[src/rtl/dadda_accum_if.sv]
// Product-in / group-sum-out bus between the 4x4 multiplier and its accumulate stage.
// Both directions use valid/ready: a beat transfers on any rising edge where valid && ready.
interface dadda_accum_if #(
    parameter int PROD_W = 8,
    parameter int ACC_W  = 10,
    parameter int CNT_W  = 8
);
    logic              in_valid;
    logic              in_ready;
    logic [PROD_W-1:0] in_prod;
    logic              in_last;
    logic              flush;
    logic              out_valid;
    logic              out_ready;
    logic [ACC_W-1:0]  out_sum;
    logic [CNT_W-1:0]  out_count;
    logic              out_ovf;

    modport master (
        output in_valid, in_prod, in_last, flush, out_ready,
        input  in_ready, out_valid, out_sum, out_count, out_ovf
    );

    modport slave (
        input  in_valid, in_prod, in_last, flush, out_ready,
        output in_ready, out_valid, out_sum, out_count, out_ovf
    );
endinterface

[src/rtl/dadda_accum_stage.sv]
// Accumulates groups of multiplier products and emits one registered sum per group,
// with product count and a sticky carry-out flag.
module dadda_accum_stage #(
    parameter int PROD_W = 8,
    parameter int ACC_W  = 10,
    parameter int LEN    = 4,
    parameter int CNT_W  = 8
) (
    input  logic               clk,
    input  logic               rst,
    dadda_accum_if.slave       bus,
    output logic               state_dbg
);

    typedef enum logic {
        ACCUM = 1'b0,
        HOLD  = 1'b1
    } state_t;

    localparam logic [CNT_W-1:0] LEN_C = CNT_W'(LEN);

    state_t            state_q, state_d;
    logic [ACC_W-1:0]  acc_q, acc_d;
    logic [CNT_W-1:0]  cnt_q, cnt_d;
    logic              ovf_q, ovf_d;
    logic [ACC_W-1:0]  sum_q, sum_d;
    logic [CNT_W-1:0]  count_q, count_d;
    logic              res_ovf_q, res_ovf_d;

    logic              accept;
    logic [ACC_W:0]    prod_ext;
    logic [ACC_W:0]    acc_sum;
    logic [ACC_W-1:0]  acc_new;
    logic [CNT_W-1:0]  cnt_new;
    logic              ovf_new;
    logic              closes;

    // in_ready depends only on state and out_ready; HOLD passes the consumer's ready through
    // so a new group's first product can enter in the same cycle the result leaves.
    assign bus.in_ready = (state_q == ACCUM) || bus.out_ready;
    assign accept       = bus.in_valid && bus.in_ready;

    // acc/cnt/ovf are cleared on every close, so in HOLD they already hold the empty-group base.
    assign prod_ext = {{(ACC_W + 1 - PROD_W){1'b0}}, bus.in_prod};
    assign acc_sum  = {1'b0, acc_q} + prod_ext;
    assign acc_new  = acc_sum[ACC_W-1:0];
    assign ovf_new  = ovf_q | acc_sum[ACC_W];
    assign cnt_new  = cnt_q + 1'b1;

    // Flush only closes a group from ACCUM; in HOLD it is ignored even alongside an accept.
    assign closes = (cnt_new == LEN_C) || bus.in_last || ((state_q == ACCUM) && bus.flush);

    always_comb begin
        state_d   = state_q;
        acc_d     = acc_q;
        cnt_d     = cnt_q;
        ovf_d     = ovf_q;
        sum_d     = sum_q;
        count_d   = count_q;
        res_ovf_d = res_ovf_q;
        unique case (state_q)
            ACCUM: begin
                if (accept) begin
                    if (closes) begin
                        sum_d     = acc_new;
                        count_d   = cnt_new;
                        res_ovf_d = ovf_new;
                        acc_d     = '0;
                        cnt_d     = '0;
                        ovf_d     = 1'b0;
                        state_d   = HOLD;
                    end else begin
                        acc_d = acc_new;
                        cnt_d = cnt_new;
                        ovf_d = ovf_new;
                    end
                end else if (bus.flush && (cnt_q != '0)) begin
                    sum_d     = acc_q;
                    count_d   = cnt_q;
                    res_ovf_d = ovf_q;
                    acc_d     = '0;
                    cnt_d     = '0;
                    ovf_d     = 1'b0;
                    state_d   = HOLD;
                end
            end
            HOLD: begin
                if (bus.out_ready) begin
                    state_d = ACCUM;
                    if (accept) begin
                        if (closes) begin
                            sum_d     = acc_new;
                            count_d   = cnt_new;
                            res_ovf_d = ovf_new;
                            state_d   = HOLD;
                        end else begin
                            acc_d = acc_new;
                            cnt_d = cnt_new;
                            ovf_d = ovf_new;
                        end
                    end
                end
            end
            default: state_d = ACCUM;
        endcase
    end

    always_ff @(posedge clk or posedge rst) begin
        if (rst) begin
            state_q   <= ACCUM;
            acc_q     <= '0;
            cnt_q     <= '0;
            ovf_q     <= 1'b0;
            sum_q     <= '0;
            count_q   <= '0;
            res_ovf_q <= 1'b0;
        end else begin
            state_q   <= state_d;
            acc_q     <= acc_d;
            cnt_q     <= cnt_d;
            ovf_q     <= ovf_d;
            sum_q     <= sum_d;
            count_q   <= count_d;
            res_ovf_q <= res_ovf_d;
        end
    end

    assign bus.out_valid = (state_q == HOLD);
    assign bus.out_sum   = sum_q;
    assign bus.out_count = count_q;
    assign bus.out_ovf   = res_ovf_q;
    assign state_dbg     = state_q;

endmodule
[src/flat_wrapper.sv]
// flat-port wrapper written by rule: the top's interface ports become plain ports
module dadda_accum_stage_flat 
#(
    parameter int PROD_W = 8,
    parameter int ACC_W  = 10,
    parameter int LEN    = 4,
    parameter int CNT_W  = 8
)
  (clk, rst, state_dbg, bus_in_valid, bus_in_prod, bus_in_last, bus_flush, bus_out_ready, bus_in_ready, bus_out_valid, bus_out_sum, bus_out_count, bus_out_ovf);
  dadda_accum_if #(.PROD_W(PROD_W), .ACC_W(ACC_W), .CNT_W(CNT_W)) bus_i ();
  input  logic clk;
  input  logic rst;
  output logic state_dbg;
  input wire logic [$bits(bus_i.in_valid)-1:0] bus_in_valid;
  input wire logic [$bits(bus_i.in_prod)-1:0] bus_in_prod;
  input wire logic [$bits(bus_i.in_last)-1:0] bus_in_last;
  input wire logic [$bits(bus_i.flush)-1:0] bus_flush;
  input wire logic [$bits(bus_i.out_ready)-1:0] bus_out_ready;
  output wire logic [$bits(bus_i.in_ready)-1:0] bus_in_ready;
  output wire logic [$bits(bus_i.out_valid)-1:0] bus_out_valid;
  output wire logic [$bits(bus_i.out_sum)-1:0] bus_out_sum;
  output wire logic [$bits(bus_i.out_count)-1:0] bus_out_count;
  output wire logic [$bits(bus_i.out_ovf)-1:0] bus_out_ovf;
  assign bus_i.in_valid = bus_in_valid;
  assign bus_i.in_prod = bus_in_prod;
  assign bus_i.in_last = bus_in_last;
  assign bus_i.flush = bus_flush;
  assign bus_i.out_ready = bus_out_ready;
  assign bus_in_ready = bus_i.in_ready;
  assign bus_out_valid = bus_i.out_valid;
  assign bus_out_sum = bus_i.out_sum;
  assign bus_out_count = bus_i.out_count;
  assign bus_out_ovf = bus_i.out_ovf;
  dadda_accum_stage #(.PROD_W(PROD_W), .ACC_W(ACC_W), .LEN(LEN), .CNT_W(CNT_W)) u_core (.clk(clk), .rst(rst), .bus(bus_i), .state_dbg(state_dbg));
endmodule
[config.mk]
export PLATFORM = sky130hd
export DESIGN_NAME = dadda_accum_stage_flat
export DESIGN_NICKNAME = d
export VERILOG_FILES = /design/src/rtl/dadda_accum_if.sv /design/src/rtl/dadda_accum_stage.sv /design/src/flat_wrapper.sv
export SDC_FILE = /design/constraint.sdc
export NUM_CORES = 1
export LEC_CHECK = 0
export ABC_AREA = 1
export BUFFER_PORTS_ARGS = -buffer_cell sky130_fd_sc_hd__buf_2
export CORE_ASPECT_RATIO = 1.4
export CORE_MARGIN = 5
export CORE_UTILIZATION = 40
export CTS_BUF_LIST = sky130_fd_sc_hd__clkbuf_4
export DETAILED_ROUTE_END_ITERATION = 10
export HOLD_SLACK_MARGIN = 0.1
export SLEW_MARGIN = 5
export SYNTH_ARGS = -nofsm -noshare
export SYNTH_HDL_FRONTEND = slang
export SYNTH_SLANG_ARGS = --single-unit
export TNS_END_PERCENT = 5
[constraint.sdc]
create_clock -name clk -period 2.3 [get_ports clk]
set_clock_uncertainty 0.05 [all_clocks]
set_input_delay 0.115 -clock clk [delete_from_list [all_inputs] [get_ports clk]]
set_output_delay 0.115 -clock clk [all_outputs]
set_load 0.02 [all_outputs]
==> impl_metrics.toml <==
[outcome]
status = "complete, no violations"

[timing]
timing.final.ws_setup_ns = 0.198
finalSetupViolations = 0
fin_crit_ns = 2.10
relSlewSlack = 0.643
worst_pin_slew_ns = 0.535
fin_crit_sh = 0.914
rsz0062_at_grt = "true"
fmax_ghz = 0.476
hold_violations = 0
hold_ws_ns = 0.123
maxSlewViolCount = 0

[power_and_ir_drop]
total_power_mw = 3.64
p_per_area_nw_per_um2 = 1150
peakVddDrop_v = 0.000368
p_leak_nw = 1.74

[worst_setup_path]
cp-end-kind = "flop"
start_kind = "flop"
critPathMaxFanout = 19
r2r-end = "u_core.cnt_q[0]"
cp.arrival_ns = 2.28
required_ns = 2.48
critical_path_class = "flop to flop"
worst-r2r-setup-slack_ns = 0.20
r2r-start = "u_core.cnt_q[1]"
worst-r2r-cell-count = 12

[die]
ios = 36
num_rows = 35
start_util = 0.414
coreArea_um2 = 6660
die_h_um = 108
die_x_um = 80.1
dieArea_um2 = 8670

[global_route]
top_usage_layer = "met2"
track_usage = 0.183
grtUsageMet3 = 0.0183
grt_overflow_total = 0
grt_pass1_vias = 2676
grt_use_met1 = 0.198
grt_pass1_wl_um = 12500
use_met2 = 0.359
antenna_found_initial = 0
grt_max_degree = 40

[yosys]
yosysSeqAreaShare = 0.354
yosysTopAreaCellShare = 0.354
synthXorXnorAreaFrac = 0.0191
syn-num-nets = 430
syn_area_um2 = 2760
synth_compound_area_frac = 0.0504
synthTopCellsByCount = "175 x nand2_1, 46 x nand3_1, 39 x dfrtp_1"
ys_warn_count = 0
ys_types = 27
yosysTopAreaCell = "dfrtp_1"
synth_top_family_by_area = "simple AND/OR/NAND/NOR gates"
synthSimpleGateAreaFrac = 0.441
synthAdderAreaFrac = 0.0527
synth.most_common_cell = "nand2_1"
synthArstFlopShare = 1.00
ys_ff_latch = 39
ys.flop_type = "dfrtp_1"
yosys-top-cells-area = "dfrtp_1 35%, nand2_1 24%, nand3_1 8.4%"
muxShareOfSynthArea = 0
synthCells = 405
synth_edf_count = 0
avgSynthCellArea_um2 = 6.80

[detailed_routing]
drc_errors = 0
drtPass1Iterations = 4
viasPerCell = 4.95
routed_wl_um = 7480
vias = 2678
ant_nets = 0
drt_iter0_drc = 128
wl_per_cell_um = 13.8

[placed_design]
portBuffers = 35
pre_cts_ws_ns = 0.121
post_dp_cell_area_um2 = 3050
dpl.hpwl_um = 5550
finalWeightedCongestion = 0.917

[clocking]
cts_tree = "done"
numCtsBuffers = 5
root_buffer = "clkbuf_4"
post_cts_buffers = 0
clk_path_buf_depth = 2
clock-sinks = 39
htreeDepth = 2
clk_latency_ns = 0.36
cts.reportedPaths.clkPinSlew_ns = 0.13

[finish]
drive_above_1_share = 0.192
post-route-util = 0.476
area_growth_pct = 14.9
post-route-cell-area_um2 = 3170
antenna_cells = 0
final_nets = 473

[min_path]
hold_class = "input port to flop"
hp-start = "bus_flush"
hold_path_end = "u_core.bus.out_valid"
hold_depth = 5

[flow_run]
drv_cap = 0
routing by layer:
metal | vias to the layer above | wire length (um)
met3 | 12 | 193
met1 | 1258 | 2960
met4 | 0 | 125
met2 | 52 | 4210
met5 | - | 0
li1 | 1356 | -
cells by family after synthesis:
family,count (synthesis)
flip-flops,39
XOR/XNOR,6
AND/OR/NAND/NOR,276
adder cells (fa/ha/maj),11
buffers and inverters,49
AO/OA/AOI/OAI,24
cells in the final DEF, fill, tap and decap left out, types with 3 or more instances in the layout:
cell type	synthesis	layout
xor2_1	6	6
inv_2	6	6
o21ai_0	15	14
clkbuf_4	0	5
nand4_1	3	3
a21oi_1	4	4
nand3_2	10	10
dlygate4sd3_1	0	4
nand3_1	46	46
ha_1	10	9
buf_4	4	11
inv_1	28	28
buf_2	6	35
nand2_2	5	5
nand2_1	175	175
nor2_1	29	29
dfrtp_1	39	38
critical path, stage by stage (launching register included):
cell     delay, ns
dfrtp_1       0.44
ha_2          0.23
nand3_1       0.17
nor2_1        0.14
nand2_1       0.07
nand2_2       0.11
nor2_4        0.04
nand2_4       0.15
nand2_2       0.08
nand2_1       0.10
nand2_4       0.17
nand2_1       0.10
o21ai_0       0.10
layout make-up:
type                       count  area [um^2]
inverter                      34          128
clock inverter                 3         38.8
timing repair buffer          51          318
fill                         714         3490
tap                           92          115
sequential                    39          977
multi-input combinational    317         1550
clock buffer                   5         37.5
power by group:
group / total (mW) / internal, mW / switching (mW)
Clock: 0.473 / 0.224 / 0.249
Combinational: 2.00 / 0.699 / 1.30
Sequential: 1.16 / 0.930 / 0.234
registers in the layout (all words and copies together), names as in the netlist:
name and count:
u_core.acc_q 10, u_core.bus.out_sum 10, u_core.bus.out_count 8, u_core.cnt_q 8
u_core.bus.out_ovf 1, u_core.bus.out_valid 1, u_core.ovf_q 1
stage by stage:
step	setup TNS, ns	instances
after floorplan	0	405
after global placement	0	529
after detailed placement	0	529
after CTS	0	541
after global routing	-0.0283	541
final	0	541
how the worst max path moves through the flow:
stage,start,end,slack [ns],cells after the start
after floorplan,u_core.acc_q[0],u_core.bus.out_sum[8],0.35,13
after global placement,u_core.acc_q[0],u_core.bus.out_sum[8],0.21,13
after detailed placement,u_core.acc_q[0],u_core.bus.out_sum[8],0.12,13
after CTS,u_core.acc_q[0],u_core.bus.out_sum[8],0.12,13
after global routing,u_core.cnt_q[1],u_core.cnt_q[0],-0.03,12
final,u_core.cnt_q[1],u_core.cnt_q[0],0.20,12
timing repair:
action,4_1_cts,5_1_grt
gates resized for setup,0,3
endpoints found under the setup margin,0,23
hold endpoints to repair,41,0
hold buffers,4,0
Note: power is estimated with default switching activity, not from simulation.
